`src/rtl/seg_scan_capture.sv`:
```
// Receive-side monitor for a multiplexed 4-digit active-low 7-segment display.
// Waits for each digit to settle, decodes it back to a nibble and rebuilds the shown value.
module seg_scan_capture #(
    parameter int SETTLE_CYCLES = 2,
    parameter int CNT_W         = 4
) (
    input  logic        clk,
    input  logic        reset,
    input  logic [3:0]  an_en,
    input  logic [6:0]  seg,
    output logic [15:0] digits,
    output logic [3:0]  digits_valid,
    output logic        frame_done,
    output logic        seq_err,
    output logic        code_err,
    output logic [7:0]  err_count
);

    typedef enum logic [0:0] {SYNC = 1'b0, RUN = 1'b1} state_t;

    // Returns {ok, nibble}; ok=0 when the pattern is not a hex glyph.
    function automatic logic [4:0] seg_decode(input logic [6:0] s);
        logic [4:0] r;
        case (s)
            7'b0000001: r = 5'h10;
            7'b1001111: r = 5'h11;
            7'b0010010: r = 5'h12;
            7'b0000110: r = 5'h13;
            7'b1001100: r = 5'h14;
            7'b0100100: r = 5'h15;
            7'b0100000: r = 5'h16;
            7'b0001111: r = 5'h17;
            7'b0000000: r = 5'h18;
            7'b0000100: r = 5'h19;
            7'b0001000: r = 5'h1A;
            7'b1100000: r = 5'h1B;
            7'b0110001: r = 5'h1C;
            7'b1000010: r = 5'h1D;
            7'b0110000: r = 5'h1E;
            7'b0111000: r = 5'h1F;
            default:    r = 5'h00;
        endcase
        return r;
    endfunction

    // Returns {one_hot_low, slot}.
    function automatic logic [2:0] slot_of(input logic [3:0] a);
        logic [2:0] r;
        case (a)
            4'b1110: r = 3'b100;
            4'b1101: r = 3'b101;
            4'b1011: r = 3'b110;
            4'b0111: r = 3'b111;
            default: r = 3'b000;
        endcase
        return r;
    endfunction

    logic [3:0]       an_q_r;
    logic [6:0]       seg_q_r;
    logic [CNT_W-1:0] cnt_r;
    state_t           state_r;
    logic [1:0]       expect_r;

    logic       settle_s;
    logic [2:0] slot_info_s;
    logic [1:0] slot_s;
    logic [4:0] dec_s;
    logic       capture_s;
    logic       good_s;
    logic       seq_err_s;
    logic       code_err_s;
    logic       frame_done_s;

    // Classify the settled sample: capture, blanking, illegal anode or bad glyph.
    always_comb begin
        settle_s     = (cnt_r == CNT_W'(SETTLE_CYCLES - 1));
        slot_info_s  = slot_of(an_q_r);
        slot_s       = slot_info_s[1:0];
        dec_s        = seg_decode(seg_q_r);
        capture_s    = settle_s && slot_info_s[2];
        good_s       = capture_s && dec_s[4];
        code_err_s   = capture_s && !dec_s[4];
        seq_err_s    = 1'b0;
        frame_done_s = 1'b0;
        if (settle_s && !slot_info_s[2] && (an_q_r != 4'b1111)) begin
            seq_err_s = 1'b1;
        end else if (good_s && (state_r == RUN)) begin
            seq_err_s    = (slot_s != expect_r);
            frame_done_s = (slot_s == expect_r) && (slot_s == 2'd3);
        end else begin
            seq_err_s    = 1'b0;
            frame_done_s = 1'b0;
        end
    end

    // Input sampling, stability counter, sequence FSM and registered outputs.
    always_ff @(posedge clk) begin
        if (!reset) begin
            an_q_r       <= 4'b1111;
            seg_q_r      <= 7'h7F;
            cnt_r        <= '0;
            state_r      <= SYNC;
            expect_r     <= 2'd0;
            digits       <= 16'h0000;
            digits_valid <= 4'h0;
            frame_done   <= 1'b0;
            seq_err      <= 1'b0;
            code_err     <= 1'b0;
            err_count    <= 8'h00;
        end else begin
            an_q_r     <= an_en;
            seg_q_r    <= seg;
            frame_done <= frame_done_s;
            seq_err    <= seq_err_s;
            code_err   <= code_err_s;
            if ({an_en, seg} != {an_q_r, seg_q_r}) begin
                cnt_r <= '0;
            end else if (cnt_r != '1) begin
                cnt_r <= cnt_r + CNT_W'(1);
            end else begin
                cnt_r <= cnt_r;
            end
            if ((seq_err_s || code_err_s) && (err_count != 8'hFF)) begin
                err_count <= err_count + 8'd1;
            end else begin
                err_count <= err_count;
            end

            if (code_err_s) begin
                digits_valid[slot_s] <= 1'b0;
                state_r              <= SYNC;
            end else if (good_s) begin
                digits[{slot_s, 2'b00} +: 4] <= dec_s[3:0];
                digits_valid[slot_s]         <= 1'b1;
                case (state_r)
                    SYNC: begin
                        if (slot_s == 2'd0) begin
                            state_r  <= RUN;
                            expect_r <= 2'd1;
                        end else begin
                            state_r  <= SYNC;
                        end
                    end
                    RUN: begin
                        if (slot_s == expect_r) begin
                            expect_r <= expect_r + 2'd1;
                        end else if (slot_s == 2'd0) begin
                            expect_r <= 2'd1;
                        end else begin
                            state_r  <= SYNC;
                        end
                    end
                    default: state_r <= SYNC;
                endcase
            end else if (seq_err_s) begin
                state_r <= SYNC;
            end else begin
                state_r <= state_r;
            end
        end
    end

endmodule
```
`config.mk`:
```
export PLATFORM = sky130hd
export DESIGN_NAME = seg_scan_capture
export DESIGN_NICKNAME = d
export VERILOG_FILES = /design/src/rtl/seg_scan_capture.sv
export SDC_FILE = /design/constraint.sdc
export NUM_CORES = 1
export LEC_CHECK = 0
export ABC_AREA = 1
export BUFFER_PORTS_ARGS = -buffer_cell sky130_fd_sc_hd__buf_2
export CORE_ASPECT_RATIO = 1.25
export CORE_UTILIZATION = 32
export DETAILED_ROUTE_END_ITERATION = 6
export MAX_ROUTING_LAYER = met4
export PLACE_DENSITY = 0.57
export SLEW_MARGIN = 20
export SYNTH_ARGS = -nofsm -noshare
export SYNTH_HDL_FRONTEND = slang
export SYNTH_SLANG_ARGS = --single-unit
```
`constraint.sdc`:
```
create_clock -name clk -period 5.53 [get_ports clk]
set_input_delay 0.2765 -clock clk [delete_from_list [all_inputs] [get_ports clk]]
set_output_delay 0.2765 -clock clk [all_outputs]
set_load 0.01 [all_outputs]
```
Word level (Yosys, flattened, before mapping)
Cells that the tools add are included.
{"block": "totals", "register_bits": 49, "inputBits": 13, "out_inout_bits": 31}
{"block": "classes", "n_addsub": 4, "magnitude_cmp": 2, "eq_ne": 27, "n_shift": 2, "muxes": 17, "n_bitwise": 7, "n_reduce_logical": 20}
{"operator": "$pmux 5 s16", "n": 1}
{"operator": "$eq 7x6->1 const B", "n": 5}
{"operator": "$eq 7x7->1 const B", "n": 4}
{"operator": "$bwmux 16", "n": 1}
{"operator": "$shift 4x6->16 const A", "n": 1}
{"operator": "$shiftx 4x6->16", "n": 1}
{"operator": "$eq 7x3->1 const B", "n": 2}
{"operator": "$eq 7x4->1 const B", "n": 2}
{"operator": "$eq 4x4->1 const B", "n": 3}
{"operator": "$pmux 3 s4", "n": 1}
{"operator": "$ne 11x11->1", "n": 1}
{"operator": "$logic_and 1x1->1", "n": 9}
{"operator": "$add 8x1->8 const B", "n": 1}
{"operator": "$mux 4", "n": 2}
{"operator": "$ne 4x4->1 const B", "n": 2}
{"operator": "$ne 8x8->1 const B", "n": 1}
{"operator": "$eq 7x1->1 const B", "n": 1}
{"operator": "$eq 7x5->1 const B", "n": 1}
{"operator": "$logic_not 7->1", "n": 1}
{"operator": "$mux 1", "n": 7}
{"operator": "$neg 4->6", "n": 1}
{"operator": "$add 4x1->4 const B", "n": 1}
{"operator": "$and 4x4->4", "n": 1}
{"operator": "$eq 4x1->1 const B", "n": 1}
{"operator": "21 further kinds", "n": 28}

Depth between registers and ports, before layout
Gate-level depths: netlist of the first run.
{"block": "logic_depth", "word_depth": 9, "ltp_mapped": 14, "ltp_nobuf": 13}

Worst setup path before layout of the first run
Ideal clock, no wire load.
{"block": "synth_timing", "kind": "flip-flop to flip-flop", "from": "register an_q_r[2]", "to": "register digits[3]", "t_arrival_ps": 1640, "setup_slack_ps": 3769, "stages_incl_launch_ff": 11, "n_path_buf": 1, "synth_period_minus_slack_ps": 1761, "path_cell_list": "dfxtp_1 -> nand2_1 -> inv_1 -> nand3_1 -> nand2_2 -> inv_2 -> ha_1 -> clkbuf_1 -> nor3_1 -> a21oi_1 -> nor3_1"}
{"block": "synth_via", "elab_chain_len": 6, "elab_cells_between_ends": 14, "classes_between": "1 x add/sub; 4 x eq/ne; 2 x shift; 2 x mux; 1 x bitwise; 4 x reduce/logical"}
{"item": "start: declaration", "line_no": "59", "source": "logic [3:0] an_q_r;"}
{"item": "start signal: assignment", "line_no": "112", "source": "an_q_r <= an_en;"}
{"item": "$eq 4x3->1 / $eq 4x4->1 (equally long branches)", "line_no": "49", "source": "case (a)"}
{"item": "$pmux 3 s4 (*)", "line_no": "49"}
{"item": "branches (longest 4 deep; another with $neg 4->6)"}
{"item": "end signal: indexed assignment", "line_no": "134", "source": "digits[{slot_s, 2'b00} +: 4] <= dec_s[3:0];"}
{"item": "end: declaration", "line_no": "11", "source": "output logic [15:0] digits,"}
Every way passes the cells marked *.
A chain may end at the register's enable or synchronous reset.

Worst setup path in the final report of the first run
{"block": "layout_timing", "from": "register an_q_r[2]", "to": "register digits[1]"}
Same word-level chain as after synthesis.

==> results of run 1 <==
## worst max-delay path, stage by stage (launching register included)
cell and delay, ns:
dfxtp_1 0.38, nand2_1 0.11, inv_1 0.08, nand3_1 0.08
nand2_2 0.20, inv_2 0.11, ha_1 0.42, nor4_2 0.39
o21ai_0 0.15, a21oi_1 0.13
## placed cells by master (no fill, tap or decap), types with 4 or more instances in the layout
cell type,n
inv_2,7
nand3_2,4
clkbuf_8,6
nand3_1,34
ha_1,7
dfxtp_1,49
xnor2_1,4
a21oi_1,35
nor2_1,51
o22ai_1,4
nand2_1,84
nor3_1,4
or2_2,4
o21ai_0,8
inv_1,44
buf_2,43
## worst max-delay path by stage
stage / startpoint / to / slack, ns / depth (start not counted)
6_report: an_q_r[2] / digits[1] / 3.39 / 9
2_1_floorplan: an_q_r[2] / digits[3] / 3.77 / 10
3_5_place_dp: an_q_r[2] / digits[1] / 3.44 / 9
5_1_grt: an_q_r[2] / digits[1] / 3.20 / 9
3_3_place_gp: an_q_r[2] / digits[1] / 3.52 / 9
4_1_cts: an_q_r[2] / digits[1] / 3.39 / 9
## area by class of cell
cell class / count / area [µm²] / share of cell area (%)
multi-input combinational: 272 / 1420 / 46.61
sequential: 49 / 980.9 / 32.20
timing repair buffer: 43 / 215.2 / 7.064
inverter: 51 / 191.4 / 6.283
tap: 95 / 118.9 / 3.901
clock buffer: 6 / 82.58 / 2.710
clock inverter: 2 / 37.54 / 1.232
## registers in the layout (all words and copies together) (netlist names), 2 cells and up, named ones only
| name | cells |
|---|---|
| an_q_r | 4 |
| cnt_r | 4 |
| digits | 16 |
| err_count | 8 |
| expect_r | 2 |
| seg_q_r | 7 |
## power by group through the flow
stage	Combinational [mW]	Clock, mW	Sequential [mW]
after detailed placement	0.0565	0	0.371
after global routing	0.0656	0.298	0.364
final	0.0564	0.274	0.363
after CTS	0.0567	0.283	0.363
after floorplan	0.0422	0	0.370
after global placement	0.0561	0	0.371
## through the flow
step / area, µm² / hold slack, ns
floorplan: 2625 / 0.3613
global placement: 2927 / 0.4530
detailed placement: 2927 / 0.4522
CTS: 3047 / 0.1585
global route: 3047 / 0.1586
finish: 3047 / 0.1685
## per-layer routing
layer / wire length, µm / global-route usage [%] / vias to the layer above
met5: 0 / - / -
met4: 93 / 4.907 / 0
met3: 129 / 2.460 / 8
met2: 2925 / 26.99 / 37
met1: 2677 / 16.84 / 1087
li1: - / - / 1310
## cell families (layout without fill, tap and decap cells)
family | after synthesis | after routing | share of synthesized area (%)
DFF | 49 | 49 | 37.37
adders and majority gates | 7 | 7 | 3.336
AOI/OAI and AO/OA | 57 | 57 | 12.15
and+or+nand+nor | 201 | 201 | 36.22
buffers and inverters | 57 | 102 | 8.532
xor gates and xnor gates | 6 | 6 | 2.002
muxes | 1 | 1 | 0.3813
==> impl_metrics.yaml, run 1 <==
yosys:
  async_reset_ff_share_pct: 0
  seq_area_frac_synth_pct: 37.37
  synth_edf_count: 0
  synth_common_cells: "84 x nand2_1, 51 x nor2_1, 49 x dfxtp_1"
  synthesis.nets: 398
  synth_top_cell_by_area: "dfxtp_1"
  syn_area_per_cell_um2: 6.944
  yosysUniqueCellTypes: 38
  yosys-top-cells-area: "dfxtp_1 37%, nand2_1 12%, nor2_1 7.3%, a21oi_1 6.7%, nand3_1 6.5%"
  synth_most_common_cell: "nand2_1"
  synth.ff_latch_count: 49
  syn_inst: 378
  synth_ff_type: "dfxtp_1"
  syn-cell-area_um2: 2625
  ys_warn_count: 0
  synth_top_area_share_pct: 37.37
clocking:
  ctsResizeCount: 0
  cts_inserted_buffers: 5
  insertion_delay_ns: 0.31
  htreeDepth: 2
  cts.sinks: 49
  clk_pin_slew_ns: 0.09
  clock_path_buffers: 2
  clockRootBuffer: "clkbuf_8"
  post_cts_buffers: 0
  cts_tree: "yes"
  hold_buffers: 0
layout:
  area_delta_synth_final_pct: 16.06
  diodes: 0
  final_util_pct: 38.65
  layout.nets: 442
  drive_above_1_share_pct: 19.15
  fin_cells: 518
  fill_cells: 859
floorplanning:
  floorplan.initialDensity_pct: 33.30
  io-pin-count: 44
  die_y_um: 103.3
  rows: 36
  design.core.area_um2: 7883
  die_w_um: 83.01
  die-area_um2: 8572
power_and_ir_drop:
  power.density_nw_per_um2: 227.5
  p_seq_share_pct: 52.3
  p_switching_mw: 0.1713
  ir_drop_mv: 0.1541
  p_total_mw: 0.6931
  switching_share_pct: 24.72
  p_leak_nw: 1.446
  internal_power_mw: 0.5218
  p_clk_share_pct: 39.5
  p_comb_share_pct: 8.1
worst_setup_path:
  end_kind: "flip-flop"
  cp-start-kind: "flip-flop"
  r2r_slack_ns: 3.39
  cp_data_required_time_ns: 5.75
  path_class: "flip-flop to flip-flop"
  regToRegEndpoint: "digits[1]"
  r2r_start: "an_q_r[2]"
  cp.arrival_ns: 2.36
  cp_max_fo: 11
  reg2regPathDepth: 9
sta:
  drv_slew: 0
  worst_slew_pin_slew_ns: 0.8043
  max_freq_mhz: 467.5
  rsz0062_at_grt: "no"
  fin_crit_ns: 2.139
  setup_violations: 0
  min_period_over_period_pct: 38.68
  skew_ns: 0.01065
  finalSetupTns_ns: 0
  finalHoldViolCount: 0
  setup_slack_ns: 3.391
  slew_headroom_pct: 46.32
route:
  wire_per_inst_um: 11.25
  dr.pass1.iters: 5
  vias: 2442
  drc: 0
  wirelength_um: 5826
  drtIter0Drc: 96
  ant_nets: 0
  vias_per_cell: 4.714
worst_hold_path:
  min_path_cells: 3
  holdPathEnd: "seg_q_r[6]"
  hp-start: "seg[6]"
  min_path_type: "primary input to flip-flop"
global_routing:
  grt.overflow.total: 0
  gr-usage-all-layers_pct: 14.89
  grt_max_degree: 26
  grt_pass1_vias: 2296
  grt_pass1_wl_um: 10120
  antenna_found_initial: 0
placement:
  dpl.hpwl_um: 4464
  dpl_worst_slack_ns: 3.439
  port_buffers: 43
  place.gp.congestion: 0.8107
  placed_cells: 510
run_status:
  status: "finished, final reports clean"
job:
  maxCapViolCount: 0
Power figures use the tool's default switching activity.
==> run 2: changes to the inputs <==
--- a/config.mk
+++ b/config.mk
@@ -5,13 +5,13 @@
 export SDC_FILE = /design/constraint.sdc
 export NUM_CORES = 1
 export LEC_CHECK = 0
-export ABC_AREA = 1
+export ABC_AREA = 0
 export BUFFER_PORTS_ARGS = -buffer_cell sky130_fd_sc_hd__buf_2
 export CORE_ASPECT_RATIO = 1.25
 export CORE_UTILIZATION = 32
 export DETAILED_ROUTE_END_ITERATION = 6
 export MAX_ROUTING_LAYER = met4
-export PLACE_DENSITY = 0.57
+export PLACE_DENSITY = 0.59
 export SLEW_MARGIN = 20
 export SYNTH_ARGS = -nofsm -noshare
 export SYNTH_HDL_FRONTEND = slang
==> constraint.sdc (replaced) <==
create_clock -name clk -period 1.8 [get_ports clk]
set_input_delay 0.09 -clock clk [delete_from_list [all_inputs] [get_ports clk]]
set_output_delay 0.09 -clock clk [all_outputs]
set_load 0.01 [all_outputs]
==> run 2 against run 1 <==
Compared with the run above:
- the flow now finishes with violations (DRC, setup timing)
- cell area up 36%
- synthesized area rose by 3.2%
- clock power grew to 3.0 times the previous value
- register-to-register slack got worse by 3.7 ns
- combinational power grew to 6.4 times the previous value
- total power grew to 3.3 times the previous value
- wire length rose by 24%
- critical path depth is 2 lower
- utilization grew 12 points
- die area is 3.2% higher
- sequential power rose to 3.1 times the previous value
- largest power group unchanged
- highest routed layer unchanged
==> impl_metrics.yaml, run 2 <==
worst_setup_path:
  end_kind: "flip-flop"
  path_cells: "or4b_1 -> o211ai_1 -> a32o_2 -> or2_4 -> nand3_4 -> or3b_2 -> a21oi_1"
  cp-endpoint: "digits[13]"
  cp.arrival_ns: 2.36
  cpMaxStageDelayCell: "or4b_1"
  cp_data_required_time_ns: 2.03
  r2r_slack_ns: -0.33
  crit_cells: 7
  cp-start-kind: "flip-flop"
  worst-path-buf-inv: 0
  critPathMaxStageDelay_ns: 0.49
  reg2regPathDepth: 7
  regToRegEndpoint: "digits[13]"
  cp_max_fo: 8
  crit_family: "simple AND/OR/NAND/NOR gates"
  r2r_start: "seg_q_r[5]"
  path_class: "flip-flop to flip-flop"
  crit_start: "seg_q_r[5]"
route:
  wirelength_um: 7247
  vias: 2721
  dr.pass1.iters: 6
  vias_per_cell: 4.993
  drc: 8
  wire_per_inst_um: 13.30
  ant_nets: 0
  drtIter0Drc: 77
sta:
  setup_violations: 33
  finalSetupTns_ns: -6.238
  fin_crit_ns: 2.131
  worst_slew_pin_slew_ns: 0.7226
  skew_ns: 0.003987
  slew_headroom_pct: 51.77
  worst_hold_slack_ns: 0.1798
  rsz0062_at_grt: "yes"
  drv_slew: 0
  setup_slack_ns: -0.3310
  min_period_over_period_pct: 118.4
  finalHoldViolCount: 0
  max_freq_mhz: 469.3
floorplanning:
  rows: 37
  io-pin-count: 44
  floorplan.initialDensity_pct: 32.89
  die_w_um: 84.31
  die_y_um: 104.9
  die-area_um2: 8843
  design.core.area_um2: 8240
layout:
  final_common_cell: "buf_4"
  diodes: 0
  largest_reg_flops: 16
  fin_cells: 545
  regMostFlops: "digits"
  most-common-layout-cells: "83 x buf_4, 43 x buf_2, 38 x dfxtp_1, 27 x a21oi_1, 22 x nand2_1"
  layout.nets: 467
  fill_cells: 803
  drive_above_1_share_pct: 45.09
  area_delta_synth_final_pct: 53.37
  reg_top3: "digits: 16 flops, err_count: 8 flops, seg_q_r: 7 flops"
  final_util_pct: 50.44
yosys:
  synth_most_common_cell: "dfxtp_1"
  syn-cell-area_um2: 2710
  synthesis.nets: 333
  syn_inst: 313
  synth_top_cell_by_area: "dfxtp_1"
  synth.ff_latch_count: 49
  synth_edf_count: 0
  synth_ff_type: "dfxtp_1"
  synth_common_cells: "49 x dfxtp_1, 31 x a21oi_1, 26 x nor2_1"
  synth_top_area_share_pct: 36.20
  syn_area_per_cell_um2: 8.658
  yosys-top-cells-area: "dfxtp_1 36%, a21oi_1 5.7%, xnor2_1 3.9%, nor2_1 3.6%, nand3_1 3.5%"
  seq_area_frac_synth_pct: 36.20
  ys_warn_count: 0
  yosysUniqueCellTypes: 63
  async_reset_ff_share_pct: 0
run_status:
  violations: "DRC, setup timing"
  status: "finished, violations left"
global_routing:
  antenna_found_initial: 0
  gr-usage-all-layers_pct: 17.72
  grt.overflow.total: 0
  grt_pass1_wl_um: 12360
  grt_pass1_vias: 2708
  grt_max_degree: 22
clocking:
  cts.sinks: 49
  clock_path_buffers: 2
  clockRootBuffer: "clkbuf_8"
  clk_pin_slew_ns: 0.09
  cts_tree: "yes"
  insertion_delay_ns: 0.31
  cts_inserted_buffers: 5
  htreeDepth: 2
worst_hold_path:
  hp-start: "reset"
  min_path_type: "primary input to flip-flop"
power_and_ir_drop:
  ir_drop_mv: 0.3331
  p_total_mw: 2.318
  power.density_nw_per_um2: 557.6
  p_leak_nw: 1.771
placement:
  place.gp.congestion: 0.8276
  port_buffers: 43
  dpl.hpwl_um: 5405
  placed_cells: 518
job:
  maxCapViolCount: 0
## run 2: metal layers
metal,global-route usage (%),up-vias,wire (µm)
met5,-,-,0
met4,6.281,0,159
met3,3.002,13,235
met2,30.62,53,3726
met1,20.59,1247,3125
li1,-,1408,-
## run 2: timing repair
item / 4_1_cts / 5_1_grt
endpoints found under the setup margin: 34 / 34
endpoints found under the hold margin: 11 / 0
resized for setup: 44 / 14
setup buffers: 7 / 1
pin swaps: 28 / 2
hold buffers: 11 / 0
## run 2: worst min-delay path, cell delays in order
cell and delay (ns):
buf_2 0.11, buf_4 0.19, nand2b_1 0.07
## run 2: worst min-delay path by stage
| stage | endpoint | slack, ns | depth (start not counted) |
|---|---|---|---|
| final | an_q_r[3] | 0.18 | 3 |
| after global routing | an_q_r[2] | 0.18 | 3 |
| after floorplan | an_q_r[3] | 0.16 | 1 |
| after detailed placement | an_q_r[1] | 0.30 | 2 |
| after CTS | an_q_r[0] | 0.17 | 3 |
| after global placement | an_q_r[1] | 0.30 | 2 |
## run 2: power by group
| part | leakage, nW | internal (mW) | switching [mW] |
|---|---|---|---|
| Clock | 0.0585 | 0.454 | 0.381 |
| Combinational | 1.31 | 0.195 | 0.167 |
| Sequential | 0.399 | 1.09 | 0.0287 |
## run 2: kinds of logic (layout without fill, tap and decap cells)
family                   Yosys count  in the layout  share of synthesized area, %
AND/OR/NAND/NOR                  138            138                         28.86
AO/OA/AOI/OAI                     72             72                         18.65
flip-flops                        49             49                         36.20
buffers and inverters             24            159                         5.078
XOR/XNOR                          18             18                         6.094
adder cells (fa/ha/maj)            8              8                         3.647
multiplexers                       4              4                         1.477
## run 2: area by class of cell
class	count	area (µm²)	share of cell area (%)
clock inverter	1	30.03	0.7225
tap	97	121.4	2.920
sequential	49	1015	24.41
inverter	8	30.03	0.7225
timing repair buffer	143	1016	24.44
clock buffer	7	86.33	2.077
multi-input combinational	240	1858	44.70
## run 2: per-stage QoR
| stage | cell area (µm²) | setup slack (ns) |
|---|---|---|
| detailed placement | 3640 | -0.4261 |
| floorplan | 2814 | -0.2492 |
| finish | 4156 | -0.3310 |
| global placement | 3640 | -0.3806 |
| global route | 4156 | -0.4705 |
| CTS | 4093 | -0.3345 |
